==> src/rtl/mux_arb_pkg.sv <==
// Shared types and constants for the two-requester round-robin mux arbiter.
// Holds the FSM state encoding, hold-counter width and default hold limit.
package mux_arb_pkg;

  localparam int CNT_W        = 8;
  localparam int MAX_HOLD_DEF = 8;

  typedef enum logic [1:0] {
    IDLE   = 2'd0,
    GRANT0 = 2'd1,
    GRANT1 = 2'd2
  } arb_state_t;

endpackage

==> src/rtl/mux_rr_arbiter_if.sv <==
// Bus bundle between the requesters/sources and the round-robin mux arbiter.
// The arbiter uses the slave modport; the requester side uses master.
interface mux_rr_arbiter_if #(
  parameter int W = 1
);

  // Handshake: reqX is a level request that may drop at any cycle; gntX is the
  // registered answer, and dataX is only meaningful on dout while gntX is high.
  logic         req0;
  logic         req1;
  logic [W-1:0] data0;
  logic [W-1:0] data1;
  logic         gnt0;
  logic         gnt1;
  logic         sel;
  logic [W-1:0] dout;
  logic         busy;

  modport master (
    output req0, req1, data0, data1,
    input  gnt0, gnt1, sel, dout, busy
  );

  modport slave (
    input  req0, req1, data0, data1,
    output gnt0, gnt1, sel, dout, busy
  );

endinterface

==> src/rtl/mux_arb_hold_cnt.sv <==
// Grant hold counter: cleared on grant entry, counts grant cycles and
// saturates at MAX_HOLD-1, where it flags that a forced handover is allowed.
module mux_arb_hold_cnt
  import mux_arb_pkg::*;
#(
  parameter int MAX_HOLD = MAX_HOLD_DEF
) (
  input  logic clk,
  input  logic rst,
  input  logic i_clear,
  input  logic i_inc,
  output logic o_expired
);

  localparam logic [CNT_W-1:0] LIMIT = CNT_W'(MAX_HOLD - 1);

  logic [CNT_W-1:0] r_cnt;

  always_ff @(posedge clk) begin
    if (rst) begin
      r_cnt <= '0;
    end else if (i_clear) begin
      r_cnt <= '0;
    end else if (i_inc && (r_cnt != LIMIT)) begin
      r_cnt <= r_cnt + 1'b1;
    end
  end

  assign o_expired = (r_cnt == LIMIT);

endmodule

==> src/rtl/mux_rr_arbiter.sv <==
// Two-requester round-robin arbiter driving the select of a 2:1 mux.
// Optional forced handover after MAX_HOLD cycles when MUX_ARB_TIMEOUT_EN is defined.
module mux_rr_arbiter
  import mux_arb_pkg::*;
#(
  parameter int W        = 1,
  parameter int MAX_HOLD = MAX_HOLD_DEF
) (
  input  logic              clk,
  input  logic              rst,
  mux_rr_arbiter_if.slave   bus,
  output arb_state_t        o_dbg_state
);

  arb_state_t   r_state;
  arb_state_t   w_next;
  logic         r_last;
  logic         r_sel;
  logic         w_entry;
  logic         w_expired;
  logic [W-1:0] w_dout;

`ifdef MUX_ARB_TIMEOUT_EN
  mux_arb_hold_cnt #(
    .MAX_HOLD (MAX_HOLD)
  ) u_hold_cnt (
    .clk       (clk),
    .rst       (rst),
    .i_clear   (w_entry),
    .i_inc     (r_state != IDLE),
    .o_expired (w_expired)
  );
`else
  assign w_expired = 1'b0;
`endif

  // A forced handover only happens when the other side is actually waiting.
  always_comb begin
    w_next = r_state;
    unique case (r_state)
      IDLE: begin
        if (bus.req0 && bus.req1) begin
          w_next = r_last ? GRANT0 : GRANT1;
        end else if (bus.req0) begin
          w_next = GRANT0;
        end else if (bus.req1) begin
          w_next = GRANT1;
        end
      end
      GRANT0: begin
        if (!bus.req0 || (w_expired && bus.req1)) begin
          w_next = bus.req1 ? GRANT1 : IDLE;
        end
      end
      GRANT1: begin
        if (!bus.req1 || (w_expired && bus.req0)) begin
          w_next = bus.req0 ? GRANT0 : IDLE;
        end
      end
      default: w_next = IDLE;
    endcase
  end

  assign w_entry = (w_next != r_state) && (w_next != IDLE);

  always_ff @(posedge clk) begin
    if (rst) begin
      r_state <= IDLE;
      r_last  <= 1'b1;
      r_sel   <= 1'b0;
    end else begin
      r_state <= w_next;
      if (w_entry) begin
        r_last <= (w_next == GRANT1);
        r_sel  <= (w_next == GRANT1);
      end
    end
  end

  always_comb begin
    w_dout = '0;
    unique case (r_state)
      GRANT0:  w_dout = bus.data0;
      GRANT1:  w_dout = bus.data1;
      default: w_dout = '0;
    endcase
  end

  assign bus.gnt0    = (r_state == GRANT0);
  assign bus.gnt1    = (r_state == GRANT1);
  assign bus.busy    = (r_state != IDLE);
  assign bus.sel     = r_sel;
  assign bus.dout    = w_dout;
  assign o_dbg_state = r_state;

endmodule

==> src/flat_wrapper.sv <==
// flat-port wrapper written by rule: the top's interface ports become plain ports
module mux_rr_arbiter_flat import mux_arb_pkg::*;
#(
  parameter int W        = 1,
  parameter int MAX_HOLD = MAX_HOLD_DEF
)
  (clk, rst, o_dbg_state, bus_req0, bus_req1, bus_data0, bus_data1, bus_gnt0, bus_gnt1, bus_sel, bus_dout, bus_busy);
  mux_rr_arbiter_if #(.W(W)) bus_i ();
  input  logic clk;
  input  logic rst;
  output arb_state_t o_dbg_state;
  input wire logic [$bits(bus_i.req0)-1:0] bus_req0;
  input wire logic [$bits(bus_i.req1)-1:0] bus_req1;
  input wire logic [$bits(bus_i.data0)-1:0] bus_data0;
  input wire logic [$bits(bus_i.data1)-1:0] bus_data1;
  output wire logic [$bits(bus_i.gnt0)-1:0] bus_gnt0;
  output wire logic [$bits(bus_i.gnt1)-1:0] bus_gnt1;
  output wire logic [$bits(bus_i.sel)-1:0] bus_sel;
  output wire logic [$bits(bus_i.dout)-1:0] bus_dout;
  output wire logic [$bits(bus_i.busy)-1:0] bus_busy;
  assign bus_i.req0 = bus_req0;
  assign bus_i.req1 = bus_req1;
  assign bus_i.data0 = bus_data0;
  assign bus_i.data1 = bus_data1;
  assign bus_gnt0 = bus_i.gnt0;
  assign bus_gnt1 = bus_i.gnt1;
  assign bus_sel = bus_i.sel;
  assign bus_dout = bus_i.dout;
  assign bus_busy = bus_i.busy;
  mux_rr_arbiter #(.W(W), .MAX_HOLD(MAX_HOLD)) u_core (.clk(clk), .rst(rst), .bus(bus_i), .o_dbg_state(o_dbg_state));
endmodule
==> config.mk <==
export PLATFORM = sky130hd
export DESIGN_NAME = mux_rr_arbiter_flat
export DESIGN_NICKNAME = d
export VERILOG_FILES = /design/src/rtl/mux_arb_pkg.sv /design/src/rtl/mux_rr_arbiter_if.sv /design/src/rtl/mux_arb_hold_cnt.sv /design/src/rtl/mux_rr_arbiter.sv /design/src/flat_wrapper.sv
export SDC_FILE = /design/constraint.sdc
export NUM_CORES = 1
export LEC_CHECK = 0
export CORE_AREA = 2 2 39 41
export DETAILED_ROUTE_END_ITERATION = 10
export DIE_AREA = 0 0 41 43
export SYNTH_ARGS = -nofsm -noshare
export SYNTH_HDL_FRONTEND = slang
export SYNTH_HIERARCHICAL = 1
export SYNTH_SLANG_ARGS = --single-unit
==> constraint.sdc <==
create_clock -name clk -period 2.2 [get_ports clk]
set_input_delay 0.33 -clock clk [delete_from_list [all_inputs] [get_ports clk]]
set_output_delay 0.33 -clock clk [all_outputs]
set_load 0.005 [all_outputs]
==> results_dict.tcl <==
set metrics [dict create \
    status "complete, no violations" \
    yosysUniqueCellTypes 26 \
    antenna_left 0 \
    grt_pass1_wl_um 1621 \
    fin_cells 80 \
    antenna_found_initial 0 \
    slew_headroom 0.8051 \
    ys.warnings.count 6 \
    netlist_instances 47 \
    clock_path_buffers 2 \
    place_ws_ps 232.0 \
    nets 77 \
    drt_pass1_iterations 4 \
    area_growth_syn_to_layout_pct 43.38 \
    die_area_um2 1763 \
    cts_buffers 3 \
    yosys.area.top_type_share 0.1969 \
    end_kind "output pin" \
    min_path_type "reg2reg" \
    hold_violations 0 \
    start_kind "register" \
    setup_ws_ps 159.2 \
    min_path_cells 2 \
    fin_util 0.4213 \
    fin_crit_ps 2041 \
    cts_tree "done" \
    syn-cell-area_um2 406.6 \
    rr_worst_depth 7 \
    crit_fanout 7 \
    place_area_um2 558.0 \
    critical_path_class "reg2out" \
    worstPathArrival_ps 1710 \
    ir_drop_mv 0.2390 \
    synth.avg_cell_area_um2 8.652 \
    insertion_delay_ps 240 \
    finalInstanceArea_um2 583.1 \
    ys_ff_latch 4 \
    io_buffer_count 12 \
    power_leakage_nw 0.2286 \
    io_pins 13 \
    synth_area_leader_cell "dfxtp_1" \
    diodes 0 \
    grt_setup_unrepaired "no" \
    grt_max_degree 8 \
    drtIter0Drc 16 \
    hpwl_um 795.9 \
    crit_required_ps 1870 \
    maxCapViolations 0 \
    route.detailed.drc 0 \
    htreeDepth 1 \
    setup_viol 0 \
    yosysSeqAreaShare 0.1969 \
    powerDensity_nw_per_um2 724.2 \
    vias 433 \
    holdWs_ps 529.6 \
    placedCellCount 77 \
    clkSinkCount 4 \
    die_w_um 41 \
    clk_pin_slew_ps 40 \
    core_um2 1384 \
    max_freq_ghz 0.4900 \
    finalSetupTns_ps 0 \
    root_buffer "clkbuf_4" \
    finalCritPeriodShare 0.9276 \
    wl_um 989 \
    initial_core_util 0.2939 \
    overflow 0 \
    skew_ps 1.110 \
    wire_per_inst_um 12.36 \
    final_layout_size_suffix_gt1_frac 0.1719 \
    viasPerCell 5.413 \
    tightest_slew_ps 292.0 \
    place_congestion 0.7715 \
    grt.total_usage 0.1295 \
    cts_setup_buffers 0 \
    power_mw 0.4222 \
    syn_nets 58 \
    drv_slew 0 \
    grt_pass1_vias 388 \
    row_count 14 \
    die_h_um 43 \
    synthTopCellsByArea "dfxtp_1 20%, ha_1 15%, a2111oi_4 6.8%" \
]
critical path: stages, from the launching register on:
cell and delay (ps):
dfxtp_1 320, buf_4 160, ha_1 280, a22oi_1 100, nor2b_1 110, clkdlybuf4s50_1 500
sequential cells by signal, indices dropped and copies added, names as in the netlist:
signal              cells
u_core/o_dbg_state      2
u_core/bus.sel          1
u_core/r_last           1
report_power, final:
part | internal (mW) | switching, mW | leakage (nW) | total (mW)
logic | 0.113 | 0.114 | 0.182 | 0.227
registers | 0.0882 | 0.0115 | 0.0330 | 0.0998
clock network | 0.0613 | 0.0344 | 0.0138 | 0.0957
cell type report:
type,count,area (um^2)
well taps,16,20.02
inverters,5,18.77
flip-flops and latches,4,80.08
multi-input cells,37,299.0
clock buffers,3,22.52
repair buffers,15,142.6
fillers,134,800.8
cell families after synthesis:
family                     Yosys count  share of synthesized area
AOI/OAI and AO/OA                   21                     0.4369
and+or+nand+nor                     11                     0.1385
buffers and inverters                6                    0.07385
adders and majority gates            5                     0.1538
DFF                                  4                     0.1969
layer usage:
layer,track usage,wire [um]
met1,0.1768,437
met5,0,0
met2,0.2031,513
met4,0.04000,11
met3,0.01571,27
synth_stat cells:
master and number:
a2111oi_4 1, a211oi_1 1, a21boi_1 1, a21oi_1 3, a22o_1 1, a22oi_1 2
a311oi_1 1, a31oi_1 2, a32oi_2 1, and2_1 1, buf_6 1, dfxtp_1 4
ha_1 5, inv_1 5, nand2_1 2, nand2b_1 1, nor2_1 2, nor2_2 1
nor2b_1 2, nor3_1 2, o2111ai_1 1, o21ai_0 3, o221ai_1 1, o22ai_1 1
o22ai_2 1, o31ai_1 1
path summary, 6_finish.rpt:
kind                         startpoint       endpoint  slack [ps]
setup / recovery  u_core/o_dbg_state[0]       bus_dout         160
hold / removal            u_core/r_last  u_core/r_last         530
setup reg to reg  u_core/o_dbg_state[1]  u_core/r_last         320
hold reg to reg           u_core/r_last  u_core/r_last         530
placed cells by master (no fill, tap or decap), types with 2 or more instances in the layout:
master,synthesis,routed
clkdlybuf4s50_1,0,12
inv_1,5,5
ha_1,5,4
dfxtp_1,4,4
clkbuf_4,0,3
buf_4,0,3
a21oi_1,3,3
o21ai_0,3,3
a22oi_1,2,2
nor2b_1,2,2
nand2_1,2,2
nor2_1,2,2
a31oi_1,2,2
nor3_1,2,2
repair_timing:
action	4_1_cts	5_1_grt
hold buffers	0	0
gates resized for setup	0	1
endpoints found under the setup margin	0	1
Note: power is estimated with default switching activity, not from simulation.
